==> src/rtl/truth_table_driver_if.sv <==
// Stimulus/response bundle between truth_table_driver (master) and the board-side
// DUT or bench (slave).
interface truth_table_driver_if #(
   parameter int unsigned N_IN = 3
);
   logic                  START;
   logic [N_IN-1:0]       STIM;
   logic                  RESP;
   logic                  BUSY;
   logic                  DONE;
   logic                  PASS;
   logic [N_IN:0]         ERR_CNT;
   logic [N_IN-1:0]       FAIL_IDX;
   logic [(2**N_IN)-1:0]  CAPTURE;

   modport master (
      input  START, RESP,
      output STIM, BUSY, DONE, PASS, ERR_CNT, FAIL_IDX, CAPTURE
   );

   modport slave (
      output START, RESP,
      input  STIM, BUSY, DONE, PASS, ERR_CNT, FAIL_IDX, CAPTURE
   );
endinterface

==> src/rtl/truth_table_driver.sv <==
// Sweeps every input vector into a combinational DUT, checks RESP against EXPECT.
// Optional `STOP_ON_FAIL_EN: end the sweep at the first mismatching vector.
module truth_table_driver #(
   parameter int unsigned          N_IN   = 3,
   parameter int unsigned          SETTLE = 1,
   parameter logic [2**N_IN-1:0]   EXPECT = 8'hF8
) (
   input logic                  CLK,
   input logic                  RST_N,
   truth_table_driver_if.master bus
);

   localparam int unsigned NV = 2**N_IN;
   localparam int unsigned EW = N_IN + 1;
   localparam int unsigned CW = (SETTLE > 0) ? $clog2(SETTLE + 1) : 1;
   localparam logic [CW-1:0]   SETTLE_C = CW'(SETTLE);
   localparam logic [N_IN-1:0] LAST     = '1;

   typedef enum logic [1:0] {
      S_IDLE,
      S_WAIT,
      S_SAMPLE,
      S_DONE
   } state_t;

   state_t          state,    state_n;
   logic [N_IN-1:0] stim,     stim_n;
   logic [CW-1:0]   cnt,      cnt_n;
   logic [EW-1:0]   err_cnt,  err_n;
   logic [N_IN-1:0] fail_idx, fidx_n;
   logic [NV-1:0]   capture,  cap_n;
   logic            pass,     pass_n;
   logic            mismatch;

   always_ff @(posedge CLK) begin
      if (!RST_N) begin
         state    <= S_IDLE;
         stim     <= '0;
         cnt      <= '0;
         err_cnt  <= '0;
         fail_idx <= '0;
         capture  <= '0;
         pass     <= 1'b0;
      end else begin
         state    <= state_n;
         stim     <= stim_n;
         cnt      <= cnt_n;
         err_cnt  <= err_n;
         fail_idx <= fidx_n;
         capture  <= cap_n;
         pass     <= pass_n;
      end
   end

   // stim doubles as the vector index, so STIM stays put through WAIT/SAMPLE.
   always_comb begin
      state_n  = state;
      stim_n   = stim;
      cnt_n    = cnt;
      err_n    = err_cnt;
      fidx_n   = fail_idx;
      cap_n    = capture;
      pass_n   = pass;
      mismatch = 1'b0;
      unique case (state)
         S_IDLE, S_DONE: begin
            if (bus.START) begin
               state_n = S_WAIT;
               stim_n  = '0;
               cnt_n   = SETTLE_C;
               err_n   = '0;
               fidx_n  = '0;
               cap_n   = '0;
               pass_n  = 1'b0;
            end
         end
         S_WAIT: begin
            if (cnt == '0) state_n = S_SAMPLE;
            else           cnt_n   = cnt - CW'(1);
         end
         S_SAMPLE: begin
            mismatch    = (bus.RESP != EXPECT[stim]);
            cap_n[stim] = bus.RESP;
            if (mismatch) begin
               err_n = err_cnt + EW'(1);
               if (err_cnt == '0) fidx_n = stim;
            end
`ifdef STOP_ON_FAIL_EN
            if (mismatch) begin
               state_n = S_DONE;
               pass_n  = 1'b0;
            end else
`endif
            if (stim == LAST) begin
               state_n = S_DONE;
               pass_n  = (err_n == '0);
            end else begin
               stim_n  = stim + N_IN'(1);
               cnt_n   = SETTLE_C;
               state_n = S_WAIT;
            end
         end
         default: state_n = S_IDLE;
      endcase
   end

   assign bus.STIM     = stim;
   assign bus.BUSY     = (state == S_WAIT) || (state == S_SAMPLE);
   assign bus.DONE     = (state == S_DONE);
   assign bus.PASS     = pass;
   assign bus.ERR_CNT  = err_cnt;
   assign bus.FAIL_IDX = fail_idx;
   assign bus.CAPTURE  = capture;

endmodule

==> src/flat_wrapper.sv <==
// flat-port wrapper written by rule: the top's interface ports become plain ports
module truth_table_driver_flat 
#(
   parameter int unsigned          N_IN   = 3,
   parameter int unsigned          SETTLE = 1,
   parameter logic [2**N_IN-1:0]   EXPECT = 8'hF8
)
  (CLK, RST_N, bus_START, bus_RESP, bus_STIM, bus_BUSY, bus_DONE, bus_PASS, bus_ERR_CNT, bus_FAIL_IDX, bus_CAPTURE);
  truth_table_driver_if #(.N_IN(N_IN)) bus_i ();
  input logic CLK;
  input logic RST_N;
  input wire logic [$bits(bus_i.START)-1:0] bus_START;
  input wire logic [$bits(bus_i.RESP)-1:0] bus_RESP;
  output wire logic [$bits(bus_i.STIM)-1:0] bus_STIM;
  output wire logic [$bits(bus_i.BUSY)-1:0] bus_BUSY;
  output wire logic [$bits(bus_i.DONE)-1:0] bus_DONE;
  output wire logic [$bits(bus_i.PASS)-1:0] bus_PASS;
  output wire logic [$bits(bus_i.ERR_CNT)-1:0] bus_ERR_CNT;
  output wire logic [$bits(bus_i.FAIL_IDX)-1:0] bus_FAIL_IDX;
  output wire logic [$bits(bus_i.CAPTURE)-1:0] bus_CAPTURE;
  assign bus_i.START = bus_START;
  assign bus_i.RESP = bus_RESP;
  assign bus_STIM = bus_i.STIM;
  assign bus_BUSY = bus_i.BUSY;
  assign bus_DONE = bus_i.DONE;
  assign bus_PASS = bus_i.PASS;
  assign bus_ERR_CNT = bus_i.ERR_CNT;
  assign bus_FAIL_IDX = bus_i.FAIL_IDX;
  assign bus_CAPTURE = bus_i.CAPTURE;
  truth_table_driver #(.N_IN(N_IN), .SETTLE(SETTLE), .EXPECT(EXPECT)) u_core (.CLK(CLK), .RST_N(RST_N), .bus(bus_i));
endmodule
==> config.mk <==
export PLATFORM = sky130hd
export DESIGN_NAME = truth_table_driver_flat
export DESIGN_NICKNAME = d
export VERILOG_FILES = /design/src/rtl/truth_table_driver_if.sv /design/src/rtl/truth_table_driver.sv /design/src/flat_wrapper.sv
export SDC_FILE = /design/constraint.sdc
export NUM_CORES = 1
export LEC_CHECK = 0
export CAP_MARGIN = 10
export CORE_MARGIN = 2
export CORE_UTILIZATION = 54
export CTS_CLUSTER_DIAMETER = 80
export DETAILED_ROUTE_END_ITERATION = 16
export GPL_ROUTABILITY_DRIVEN = 0
export GPL_TIMING_DRIVEN = 0
export PLACE_DENSITY = 0.83
export SLEW_MARGIN = 0
export SYNTH_ARGS = -nofsm -noshare
export SYNTH_HDL_FRONTEND = slang
export SYNTH_SLANG_ARGS = --single-unit
==> constraint.sdc <==
create_clock -name CLK -period 3 [get_ports CLK]
set_input_delay 0.6 -clock CLK [delete_from_list [all_inputs] [get_ports CLK]]
set_output_delay 0.6 -clock CLK [all_outputs]
set_load 0.02 [all_outputs]
After elaboration in Yosys (flattened, before gate mapping)
Memory sizes are Yosys's and may differ from the RTL's. A register that Yosys moved wholly into a read port is not among the register bits.
Cells that the tools add are included.
W data, S select, Z words.
{"block": "classes", "reduce_logical": 13, "eq_ne": 11, "muxes": 29, "order_cmp": 2, "add_sub_neg": 3}
{"cell": "$mux W3", "n": 6}
{"cell": "$pmux W8 S2", "n": 1}
{"cell": "$mux W4", "n": 3}
{"cell": "$pmux W3 S2", "n": 2}
{"cell": "$bwmux W8", "n": 1}
{"cell": "$logic_not A4 Y1", "n": 2}
{"cell": "$mux W8", "n": 1}
{"cell": "$pmux W4 S2", "n": 1}
{"cell": "$mux W1", "n": 7}
{"cell": "$mux W2", "n": 3}
{"cell": "$ne A2 B1 Y1 const B", "n": 3}
{"cell": "$ne A2 B2 Y1 const B", "n": 3}
{"cell": "$pmux W2 S3", "n": 1}
{"cell": "$reduce_and A2 Y1", "n": 3}
{"cell": "$reduce_and A3 Y1", "n": 2}
{"cell": "$add A4 B1 Y4 const B", "n": 1}
{"cell": "$eq A2 B2 Y1 const B", "n": 2}
{"cell": "$lt A3 B4 Y1 const B", "n": 1}
{"cell": "$reduce_and A4 Y1", "n": 1}
{"cell": "$add A3 B1 Y3 const B", "n": 1}
{"cell": "$demux W1 S3", "n": 1}
{"cell": "$eq A3 B3 Y1 const B", "n": 1}
{"cell": "$ge A3 B1 Y1 const B", "n": 1}
{"cell": "$pmux W1 S3", "n": 1}
{"cell": "9 further kinds", "n": 9}
{"block": "word_totals", "out_inout_bits": 21, "n_memories": 1, "input_bits": 4, "ff_bits": 22, "elab_cells": 66, "romBits": 8}
{"name": "(no name shown)", "words": 8, "word_bits": 1, "read_ports": 1, "rd_ports_with_merged_regs": 1, "wr": 0, "line_no": "truth_table_driver.sv:82", "source": "mismatch = (bus.RESP != EXPECT[stim]);"}

Logic depth before layout (Yosys ltp)
Gate-level depths: netlist of the first run.
{"block": "depth", "depth_word": 8, "mapped_depth": 8, "depth_no_buf": 6}

Worst setup path before layout of the first run
Ideal clock, no wire load.
{"block": "synth_timing", "path_kind": "register to register", "startpoint": "register u_core.state[0]", "endpoint": "register with a tool-made name", "setup_ns": 0.134, "t_arrival_ns": 1.509, "required_ns": 2.866, "slack_ns": 1.357, "period_less_slack_ns": 1.643, "stages_incl_launch_ff": 7, "path_buffers": 0, "cell_sequence": "dfxtp_1 -> inv_1 -> ha_1 -> nor2b_1 -> o21ai_0 -> a31oi_1 -> o22ai_1"}
{"element": "from (decl)", "line_no": "truth_table_driver.sv:26", "source": "state_t state, state_n;"}
{"element": "from (signal assigned)", "line_no": "truth_table_driver.sv:45", "source": "state <= state_n;"}

Final worst setup path of the first run
{"block": "layout_timing", "startpoint": "register u_core.state[0]", "endpoint": "output bus_BUSY"}
{"block": "layout_via", "elab_chain_cells": 2, "word_cells_on_any_way": 3}
{"element": "$eq A2 B1 Y1 / $eq A2 B2 Y1 (equally long branches)", "line_no": "truth_table_driver.sv:108", "source": "assign bus.BUSY = (state == S_WAIT) || (state == S_SAMPLE);"}
{"element": "$logic_or A1 B1 Y1 *", "line_no": "truth_table_driver.sv:108"}
{"element": "to (decl)", "line_no": "flat_wrapper.sv:15", "source": "output wire logic [$bits(bus_i.BUSY)-1:0] bus_BUSY;"}
Every way passes the cells marked *; elsewhere a longest branch is shown, timed or not.

==> qor.csv, run 1 <==
stage,metric,value,unit
worst_setup_path,crit path kind,reg -> out,
pwr,leakage power,0.000554,µW
placed_design,Final HPWL DP,2090,µm
pwr,power share of the sequential group,56.2,%
synth,syn avg cell area,7.99,µm²
clock_network,hold_buf cts,0,
synth,"Seq/Total Area, Yosys",37.2,%
sta,WHS,0.484,ns
finish,ant diodes,0,
synth,mapped cell area,1240,µm²
pwr,Internal,403,µW
finish,Area Growth Syn to Fin,24.3,%
clock_network,clock transition at the registers of the reported paths,0.13,ns
worst_setup_path,crit path DAT,1.80,ns
finish,NumNets Final,195,
placed_design,Placed Cells,207,
sta,RSZ-0062 raised after global routing,false,
worst_setup_path,Worst Path Required,2.40,ns
finish,Finished Layout Cells,211,
synth,Mapped Cells,155,
synth,Synth cell types,35,
finish,multi-input logic area,703,µm²
floorplanning,DIE HEIGHT,51.9,µm
worst_setup_path,CP startpoint kind,flop,
clock_network,CTS tree,built,
route,vias per inst,5.71,
global_routing,largest net degree at the start of global routing,13,
pwr,Switching Fraction,28.6,%
pwr,VDD IR max,318,µV
floorplanning,Die X,51.9,µm
worst_setup_path,Reg2Reg Setup Slack,1.05,ns
clock_network,PostCTS Resize Cnt,0,
worst_setup_path,crit path capture,bus_BUSY,
finish,layout cells sized above 1,8.20,%
route,Total Wirelength,2860,µm
pwr,Net Switching,161,µW
route,Vias,1204,
clock_network,CTS sink count,23,
clock_network,Clock Path Buffers,2,
clock_network,Clock H-tree levels,1,
clock_network,total CTS buffers,3,
pwr,Clock power frac,25.9,%
sta,final hold vios,0,
global_routing,first-pass GRT wire length,4770,µm
worst_setup_path,worst reg2reg startpoint,u_core.state[0],
global_routing,vias in the first global route,1071,
sta,final setup fails,0,
finish,Reg area,460,µm²
worst_setup_path,CP max FO,5,
floorplanning,die area,2690,µm²
global_routing,GR Overflow Total,0,
sta,minimum clock period,2.40,ns
sta,Setup TNS,0,ns
route,DR iter-0 viols,46,
sta,Pins Over Slew Limit,0,
route,WL/cell,13.5,µm
floorplanning,row count,17,
floorplanning,initial core utilization,56.5,%
sta,Worst Clk Skew,0.00568,ns
worst_setup_path,crit path from,u_core.state[0],
clock_network,Post-CTS Setup Bufs,0,
clock_network,root buffer cell,clkbuf_4,
global_routing,antenna violations before repair,0,
sta,FMAX,416,MHz
min_path,hold crit path type,reg -> reg,
sta,Tcrit/Tclk final,80.1,%
finish,fin util,70.3,%
synth,yosys warns,0,
placed_design,I/O Buffers,24,
floorplanning,io pins,25,
worst_setup_path,worst r2r path cells,6,
clock_network,clk_lat worst skew,0.31,ns
route,Antenna Nets Post-Route,0,
pwr,Power Density,366,nW/µm²
flow_run,max cap viols,0,
synth,Syn Nets,166,
worst_setup_path,CP Capture Type,output pin,
status,status,"complete, no violations",
floorplanning,Placeable Area,2190,µm²
sta,Slew HR,61.9,%
sta,actual slew at the worst max-slew pin,0.567,ns
global_routing,Tot GR Track Use,23.6,%
pwr,Combinational Power Share,17.8,%
route,Residual DRC,0,
route,drt pass-1 iters,4,
synth,#FFs+latches synth,23,
finish,Fill cells,177,
## worst max-delay path: stages, from the launching register on
cell and delay [ns]:
dfxtp_1 0.41, inv_1 0.06, ha_1 0.36, inv_1 0.08, clkdlybuf4s50_1 0.59
## cell usage in the layout, fill, tap and decap left out, drive strengths merged, types with 2 or more instances in the layout
cell and count:
inv 10, clkbuf 10, nand4 5, o22ai 3, nor4 3, nand3 2
nor2b 3, xnor2 2, and3 2, nand2 11, buf 3, and2 2
a31o 2, a31oi 5, mux2 2, clkdlybuf4s50 24, ha 7, or2 2
dfxtp 23, nor2 7, nand2b 5, a21oi 25, o21ai 15
## stage by stage
| step | total power (µW) | cell area (µm²) | setup slack (ns) |
|---|---|---|---|
| detailed placement | 423 | 1510 | 0.620 |
| global placement | 420 | 1510 | 0.649 |
| floorplan | 392 | 1240 | 1.36 |
| CTS | 565 | 1540 | 0.585 |
| finish | 564 | 1540 | 0.596 |
| global route | 589 | 1540 | 0.490 |
## sequential cells by signal (all words and copies together) (netlist names), named ones only
register / cells
u_core.bus.CAPTURE: 8
u_core.bus.STIM: 3
u_core.cnt: 1
u_core.state: 2
u_core.bus.FAIL_IDX: 3
u_core.bus.ERR_CNT: 4
u_core.bus.PASS: 1
## cell usage after synthesis, drive strengths merged
cell type	instances	area, µm²
o21ai	15	75.1
o22ai	3	18.8
or2	2	12.5
a22oi	1	7.51
xnor2	2	17.5
a2bb2oi	1	8.76
nand2	11	41.3
nor3b	1	7.51
nand4	5	31.3
a31o	2	17.5
nand2b	5	31.3
dfxtp	23	460
nor2b	3	18.8
nor3	1	5.00
nand3	2	10.0
buf	3	15.0
inv	10	37.5
nor4	3	25.0
ha	7	87.6
and2	2	12.5
xor2	1	8.76
nor2	7	26.3
mux2	2	22.5
and4	1	10.0
clkbuf	6	22.5
o21a	1	7.51
a311oi	1	8.76
a21oi	25	125
a31oi	5	31.3
and3	2	13.8
mux2i	1	13.8
a21boi	1	7.51
## cell families (layout without fill, tap and decap cells)
kind of cell	after synthesis	in the layout	share of synthesized area, %
AOI/OAI and AO/OA	55	55	24.8
muxes	3	3	2.93
buffers and inverters	19	47	6.06
xor gates and xnor gates	3	3	2.12
DFF	23	23	37.2
and+or+nand+nor	45	45	19.8
adders and majority gates	7	7	7.07
## layout make-up
type / count / area share [%]
inverter: 10 / 2.44
multi-input combinational: 113 / 45.7
clock buffer: 4 / 1.71
sequential: 23 / 29.9
tap: 28 / 2.27
timing repair buffer: 24 / 15.6
buffer: 9 / 2.44
## how the worst min path moves through the flow
stage	startpoint	to	slack, ns	depth (start not counted)
after global routing	u_core.bus.CAPTURE[0]	u_core.bus.CAPTURE[0]	0.52	2
final	u_core.bus.CAPTURE[1]	u_core.bus.CAPTURE[1]	0.48	2
after floorplan	u_core.state[0]	u_core.state[0]	0.48	2
after detailed placement	u_core.bus.CAPTURE[1]	u_core.bus.CAPTURE[1]	0.47	2
after global placement	u_core.bus.CAPTURE[6]	u_core.bus.CAPTURE[6]	0.46	2
after CTS	u_core.bus.CAPTURE[1]	u_core.bus.CAPTURE[1]	0.48	2
## metal layers
metal	global-route usage, %	vias up	share of wire [%]
met1	33.0	553	47
met4	7.89	0	1.2
met3	3.16	4	5.1
met5	0	-	0
li1	-	611	-
met2	37.3	36	46
## power by group through the flow
| stage | clock network, µW | logic, µW | registers [µW] |
|---|---|---|---|
| floorplan | 0 | 68.8 | 323 |
| global placement | 0 | 97.4 | 323 |
| detailed placement | 0 | 99.8 | 324 |
| CTS | 147 | 100 | 317 |
| global route | 161 | 110 | 318 |
| finish | 146 | 100 | 317 |
Note: power is estimated with default switching activity, not from simulation.
==> run 2, diff against run 1 <==
- CORE_UTILIZATION: 54 -> 50
- PLACE_DENSITY: 0.83 -> 0.78
- clock period: 3 -> 2.5 ns (I/O delays scaled with it)
==> run 2 against run 1 <==
Final cell count rose by 0.95%. Critical path depth stayed put. Sequential power is 20% higher. Clock power rose by 18%. Highest routed layer unchanged. Count of clock-buffer cells in the layout unchanged. Clock skew is 0.0046 ns lower.
==> qor.csv, run 2 (synthesized netlist as in run 1, its figures left out) <==
stage,metric,value,unit,change
status,status,"complete, no violations",,unchanged
route,Total Wirelength,2880,µm,was 2860 µm
worst_setup_path,CP Capture Type,output pin,,unchanged
worst_setup_path,Crit-path slowest cell,clkdlybuf4s50_1,,unchanged
global_routing,grt met1 use,26.5,%,was 33.0%
clock_network,Clock H-tree levels,1,,unchanged
finish,"most common cell after layout, fill and taps aside",a21oi_1,,unchanged
global_routing,M3 GR Usage,2.50,%,was 3.16%
pwr,Clock power frac,25.7,%,was 25.9%
route,Vias,1211,,"was 1,204"
pwr,VDD IR max,351,µV,was 318 µV
global_routing,vias in the first global route,1065,,"was 1,071"
finish,most frequent cells in the layout,"a21oi_1 (25), clkdlybuf4s50_1 (24), dfxtp_1 (23)",,unchanged
floorplanning,DIE HEIGHT,53.8,µm,was 51.9 µm
worst_setup_path,WP buf/inv,3,,unchanged
finish,NumNets Final,195,,unchanged
sta,final hold vios,0,,unchanged
clock_network,Clock Path Buffers,2,,unchanged
finish,fin util,64.0,%,was 70.3%
clock_network,clk_lat worst skew,0.31,ns,about the same
sta,FMAX,436,MHz,
pwr,Net Switching,192,µW,was 161 µW
pwr,Switching Fraction,28.4,%,was 28.6%
placed_design,I/O Buffers,24,,unchanged
floorplanning,die area,2890,µm²,was 2690 µm²
sta,actual slew at the worst max-slew pin,0.575,ns,was 0.567 ns
global_routing,antenna violations before repair,0,,unchanged
finish,layout cells sized above 1,8.20,%,unchanged
route,DR iter-0 viols,30,,was 46
worst_setup_path,worst r2r path cells,6,,unchanged
sta,WHS,0.483,ns,was 0.484 ns
global_routing,Tot GR Track Use,21.6,%,was 23.6%
clock_network,total CTS buffers,3,,unchanged
sta,Pins Over Slew Limit,0,,unchanged
pwr,total power,675,µW,was 564 µW
finish,ant diodes,0,,unchanged
min_path,WHS Path Cells,2,,unchanged
global_routing,met2 Usage GRT,37.2,%,was 37.3%
worst_setup_path,Critical Path Max Stage Delay,0.59,ns,about the same
finish,Area Growth Syn to Fin,24.5,%,was 24.3%
worst_setup_path,crit path kind,reg -> out,,unchanged
clock_network,Post-CTS Setup Bufs,0,,unchanged
global_routing,first-pass GRT wire length,4510,µm,was 4770 µm
clock_network,CTS sink count,23,,unchanged
floorplanning,Die X,53.8,µm,was 51.9 µm
clock_network,CTS tree,built,,unchanged
placed_design,Final HPWL DP,2130,µm,was 2090 µm
clock_network,clock transition at the registers of the reported paths,0.12,ns,was 0.13 ns
sta,final setup fails,0,,unchanged
clock_network,root buffer cell,clkbuf_4,,unchanged
finish,max FFs per register,8,,unchanged
floorplanning,row count,18,,was 17
route,WL/cell,13.5,µm,about the same
worst_setup_path,CP max FO,5,,unchanged
floorplanning,io pins,25,,unchanged
floorplanning,Placeable Area,2410,µm²,was 2190 µm²
worst_setup_path,CP startpoint kind,flop,,unchanged
worst_setup_path,worst reg2reg startpoint,u_core.state[0],,unchanged
worst_setup_path,Reg2Reg Setup Slack,0.48,ns,was 1.05 ns
min_path,Min-Delay Startpoint,u_core.bus.CAPTURE[0],,was u_core.bus.CAPTURE[1]
min_path,hold path endpoint,u_core.bus.CAPTURE[0],,was u_core.bus.CAPTURE[1]
worst_setup_path,crit path DAT,1.80,ns,about the same
pwr,power share of the sequential group,56.4,%,was 56.2%
min_path,hold crit path type,reg -> reg,,unchanged
worst_setup_path,Worst Path Required,2.00,ns,was 2.40 ns
worst_setup_path,CP Cell Sequence,"inv_1, ha_1, inv_1, clkdlybuf4s50_1",,unchanged
route,Antenna Nets Post-Route,0,,unchanged
sta,Slew HR,61.6,%,was 61.9%
global_routing,GR Overflow Total,0,,unchanged
clock_network,PostCTS Resize Cnt,0,,unchanged
sta,minimum clock period,2.30,ns,
pwr,Power Density,437,nW/µm²,was 366 nW/µm²
global_routing,GR peak layer,met2,,unchanged
placed_design,DP Area,1520,µm²,was 1510 µm²
route,vias per inst,5.69,,was 5.71
sta,RSZ-0062 raised after global routing,false,,unchanged
clock_network,hold_buf cts,0,,unchanged
floorplanning,initial core utilization,51.4,%,was 56.5%
sta,Tcrit/Tclk final,91.8,%,
global_routing,largest net degree at the start of global routing,13,,unchanged
pwr,leakage power,0.000554,µW,unchanged
worst_setup_path,critical path's most frequent cell,inv_1,,unchanged
sta,Worst Clk Skew,0.00108,ns,was 0.00568 ns
flow_run,max cap viols,0,,unchanged
worst_setup_path,"Largest delay share family, worst path",buffers and inverters,,unchanged
route,drt pass-1 iters,4,,unchanged
sta,Setup TNS,0,ns,unchanged
pwr,Internal,483,µW,was 403 µW
finish,fin area,1540,µm²,about the same
route,Residual DRC,0,,unchanged
pwr,Combinational Power Share,18.0,%,was 17.8%
[run 2: power by group through the flow]
stage                     Clock, µW  Combinational (µW)  Sequential (µW)
after detailed placement          0                 121              388
after global placement            0                 117              388
final                           173                 121              380
after global routing            192                 133              381
after CTS                       176                 121              380
after floorplan                   0                82.6              388
[run 2: how the worst max path moves through the flow]
stage                         start              end  slack (ns)  depth (start not counted)
floorplan           u_core.state[0]             flop        0.86                          6
CTS                 u_core.state[0]         bus_BUSY        0.19                          4
detailed placement         bus_RESP  u_core.bus.PASS        0.22                          5
finish              u_core.state[0]         bus_BUSY        0.20                          4
global route        u_core.state[0]         bus_BUSY        0.12                          4
global placement           bus_RESP  u_core.bus.PASS        0.25                          5
[run 2: worst register-to-register path, stage by stage (launching register included)]
cell,delay (ns)
dfxtp_1,0.40
inv_1,0.06
ha_1,0.37
nor2b_1,0.51
o21ai_0,0.19
a31oi_1,0.25
o22ai_1,0.11
[run 2: layout make-up]
class	instances	area [µm²]
Inverter	10	37.5
Fill cell	210	867
Tap cell	30	37.5
Clock buffer	4	26.3
Buffer	9	37.5
Multi-Input combinational cell	113	703
Timing Repair Buffer	24	240
Sequential cell	23	460
[run 2: layer usage]
layer	wire length (µm)	vias up
met5	0	-
met4	34	0
met3	116	4
met2	1420	36
met1	1310	564
li1	-	607
[run 2: stage by stage]
step / worst slack, ns / std cells
floorplan: 0.857 / 155
global placement: 0.253 / 209
detailed placement: 0.216 / 209
CTS: 0.193 / 213
global route: 0.118 / 213
finish: 0.205 / 213
==> run 3, diff against run 2 <==
- CTS_BUF_LIST: not set -> sky130_fd_sc_hd__clkbuf_16
==> run 3 against run 2 <==
Core utilization rose by 2.2 points. Combinational power about the same. Clock power grew 95%. Final cell count unchanged. Routed wire length increased by 1.9%. Via count increased by 0.58%. Fmax grew 3.7%. Global-route usage grew 0.58 points. Sequential power about the same. Non-clock buffer count unchanged. Count of clock-buffer cells in the layout shrank 1. Worst hold slack got worse by 0.0094 ns.
==> qor.csv, run 3 (synthesized netlist as in run 1, its figures left out) <==
stage,metric,value,unit,change
status,status,"complete, no violations",,unchanged
route,WL/cell,13.8,µm,was 13.5 µm
worst_setup_path,CP startpoint kind,flop,,unchanged
sta,actual slew at the worst max-slew pin,0.580,ns,was 0.575 ns
finish,Area Growth Syn to Fin,28.8,%,was 24.5%
min_path,hold path endpoint,u_core.bus.FAIL_IDX[1],,was u_core.bus.CAPTURE[0]
route,met1 wire length,1300,µm,was 1310 µm
min_path,Min-Delay Startpoint,u_core.bus.FAIL_IDX[1],,was u_core.bus.CAPTURE[0]
flow_run,max cap viols,0,,unchanged
worst_setup_path,WP buf/inv,3,,unchanged
route,Total Wirelength,2940,µm,was 2880 µm
pwr,Switching Fraction,24.5,%,was 28.4%
floorplanning,io pins,25,,unchanged
clock_network,root buffer cell,clkbuf_16,,was clkbuf_4
route,Vias,1218,,"was 1,211"
placed_design,DP Area,1520,µm²,unchanged
finish,ant diodes,0,,unchanged
route,wire length on met3,142,µm,was 116 µm
min_path,hold crit path type,reg -> reg,,unchanged
pwr,Internal,634,µW,was 483 µW
finish,"most common cell after layout, fill and taps aside",a21oi_1,,unchanged
worst_setup_path,CP Capture Type,output pin,,unchanged
sta,Slew HR,61.1,%,was 61.6%
sta,Pins Over Slew Limit,0,,unchanged
finish,fin util,66.2,%,was 64.0%
route,vias per inst,5.72,,was 5.69
worst_setup_path,"Largest delay share family, worst path",buffers and inverters,,unchanged
floorplanning,DIE HEIGHT,53.8,µm,unchanged
route,Antenna Nets Post-Route,0,,unchanged
pwr,Power Density,526,nW/µm²,was 437 nW/µm²
floorplanning,Die X,53.8,µm,unchanged
global_routing,first-pass GRT wire length,4660,µm,was 4510 µm
worst_setup_path,Reg2Reg Setup Slack,0.51,ns,was 0.48 ns
sta,RSZ-0062 raised after global routing,false,,unchanged
min_path,WHS Path Cells,2,,unchanged
route,DR iter-0 viols,28,,was 30
clock_network,Clock Path Buffers,2,,unchanged
clock_network,hold_buf cts,0,,unchanged
clock_network,Post-CTS Setup Bufs,0,,unchanged
global_routing,Tot GR Track Use,22.2,%,was 21.6%
finish,most frequent cells in the layout,"a21oi_1 (25), clkdlybuf4s50_1 (24), dfxtp_1 (23)",,unchanged
global_routing,vias in the first global route,1122,,"was 1,065"
clock_network,total CTS buffers,3,,unchanged
worst_setup_path,crit path DAT,1.71,ns,was 1.80 ns
route,drt pass-1 iters,4,,unchanged
clock_network,CTS sink count,23,,unchanged
clock_network,clock transition at the registers of the reported paths,0.06,ns,was 0.12 ns
finish,layout cells sized above 1,8.20,%,unchanged
route,met2 wire len,1460,µm,was 1420 µm
pwr,Combinational Power Share,14.4,%,was 18.0%
sta,Worst Clk Skew,0.00242,ns,was 0.00108 ns
worst_setup_path,Crit-path slowest cell,clkdlybuf4s50_1,,unchanged
finish,fin area,1600,µm²,was 1540 µm²
worst_setup_path,worst reg2reg startpoint,u_core.state[0],,unchanged
sta,WHS,0.474,ns,was 0.483 ns
placed_design,Final HPWL DP,2130,µm,unchanged
worst_setup_path,CP Cell Sequence,"inv_1, ha_1, inv_1, clkdlybuf4s50_1",,unchanged
clock_network,Clock H-tree levels,1,,unchanged
sta,final setup fails,0,,unchanged
worst_setup_path,critical path's most frequent cell,inv_1,,unchanged
placed_design,I/O Buffers,24,,unchanged
pwr,power share of the sequential group,45.3,%,was 56.4%
pwr,total power,840,µW,was 675 µW
clock_network,PostCTS Resize Cnt,0,,unchanged
floorplanning,row count,18,,unchanged
global_routing,antenna violations before repair,0,,unchanged
sta,minimum clock period,2.21,ns,was 2.30 ns
finish,max FFs per register,8,,unchanged
worst_setup_path,worst r2r path cells,6,,unchanged
sta,final hold vios,0,,unchanged
worst_setup_path,crit path kind,reg -> out,,unchanged
clock_network,clk_lat worst skew,0.25,ns,was 0.31 ns
pwr,Clock power frac,40.3,%,was 25.7%
pwr,leakage power,0.000581,µW,was 0.000554 µW
worst_setup_path,Worst Path Required,2.00,ns,about the same
worst_setup_path,Critical Path Max Stage Delay,0.59,ns,about the same
pwr,Net Switching,206,µW,was 192 µW
clock_network,CTS tree,built,,unchanged
worst_setup_path,CP max FO,5,,unchanged
floorplanning,Placeable Area,2410,µm²,unchanged
floorplanning,initial core utilization,51.4,%,unchanged
sta,FMAX,452,MHz,was 436 MHz
pwr,VDD IR max,374,µV,was 351 µV
global_routing,largest net degree at the start of global routing,13,,unchanged
floorplanning,die area,2890,µm²,unchanged
route,Top Metal Used,met4,,unchanged
sta,Setup TNS,0,ns,unchanged
finish,NumNets Final,195,,unchanged
route,Residual DRC,0,,unchanged
sta,Tcrit/Tclk final,88.5,%,was 91.8%
global_routing,GR Overflow Total,0,,unchanged
-- run 3: final cells by class --
| cell class | instances | area [µm²] |
|---|---|---|
| Clock buffer | 3 | 75.1 |
| Buffer | 9 | 37.5 |
| Tap cell | 30 | 37.5 |
| Clock inverter | 1 | 3.75 |
| Inverter | 10 | 37.5 |
| Fill cell | 198 | 815 |
| Multi-Input combinational cell | 113 | 703 |
| Timing Repair Buffer | 24 | 240 |
| Sequential cell | 23 | 460 |
-- run 3: worst reg2reg max path, delay by kind of cell (launching register included) --
kind                       cells  cell delay, ns
and+or+nand+nor                1            0.49
AOI/OAI and AO/OA              3            0.56
buffers and inverters          1            0.06
adders and majority gates      1            0.37
DFF                            1            0.37
-- run 3: power by group through the flow --
stage               registers (µW)  clock network (µW)  logic (µW)
detailed placement             388                   0         121
finish                         380                 338         121
global route                   381                 356         134
CTS                            380                 343         122
global placement               388                   0         117
floorplan                      388                   0        82.6
-- run 3: through the flow --
step,std cells,setup WS [ns]
3_3_place_gp,209,0.253
6_report,213,0.287
3_5_place_dp,209,0.216
4_1_cts,213,0.278
5_1_grt,213,0.213
2_1_floorplan,155,0.857
-- run 3: worst max path at each step --
stage	startpoint	endpoint	slack, ns	cells after the start
floorplan	u_core.state[0]	flop	0.86	6
global placement	bus_RESP	u_core.bus.PASS	0.25	5
detailed placement	bus_RESP	u_core.bus.PASS	0.22	5
CTS	u_core.state[0]	bus_BUSY	0.28	4
global route	u_core.state[0]	bus_BUSY	0.21	4
finish	u_core.state[0]	bus_BUSY	0.29	4
-- run 3: routing by layer --
layer  vias to the layer above  global-route usage [%]
li1                        608                       -
met1                       566                    26.0
met2                        39                    38.6
met3                         5                    3.89
met4                         0                    11.1
met5                         -                       0
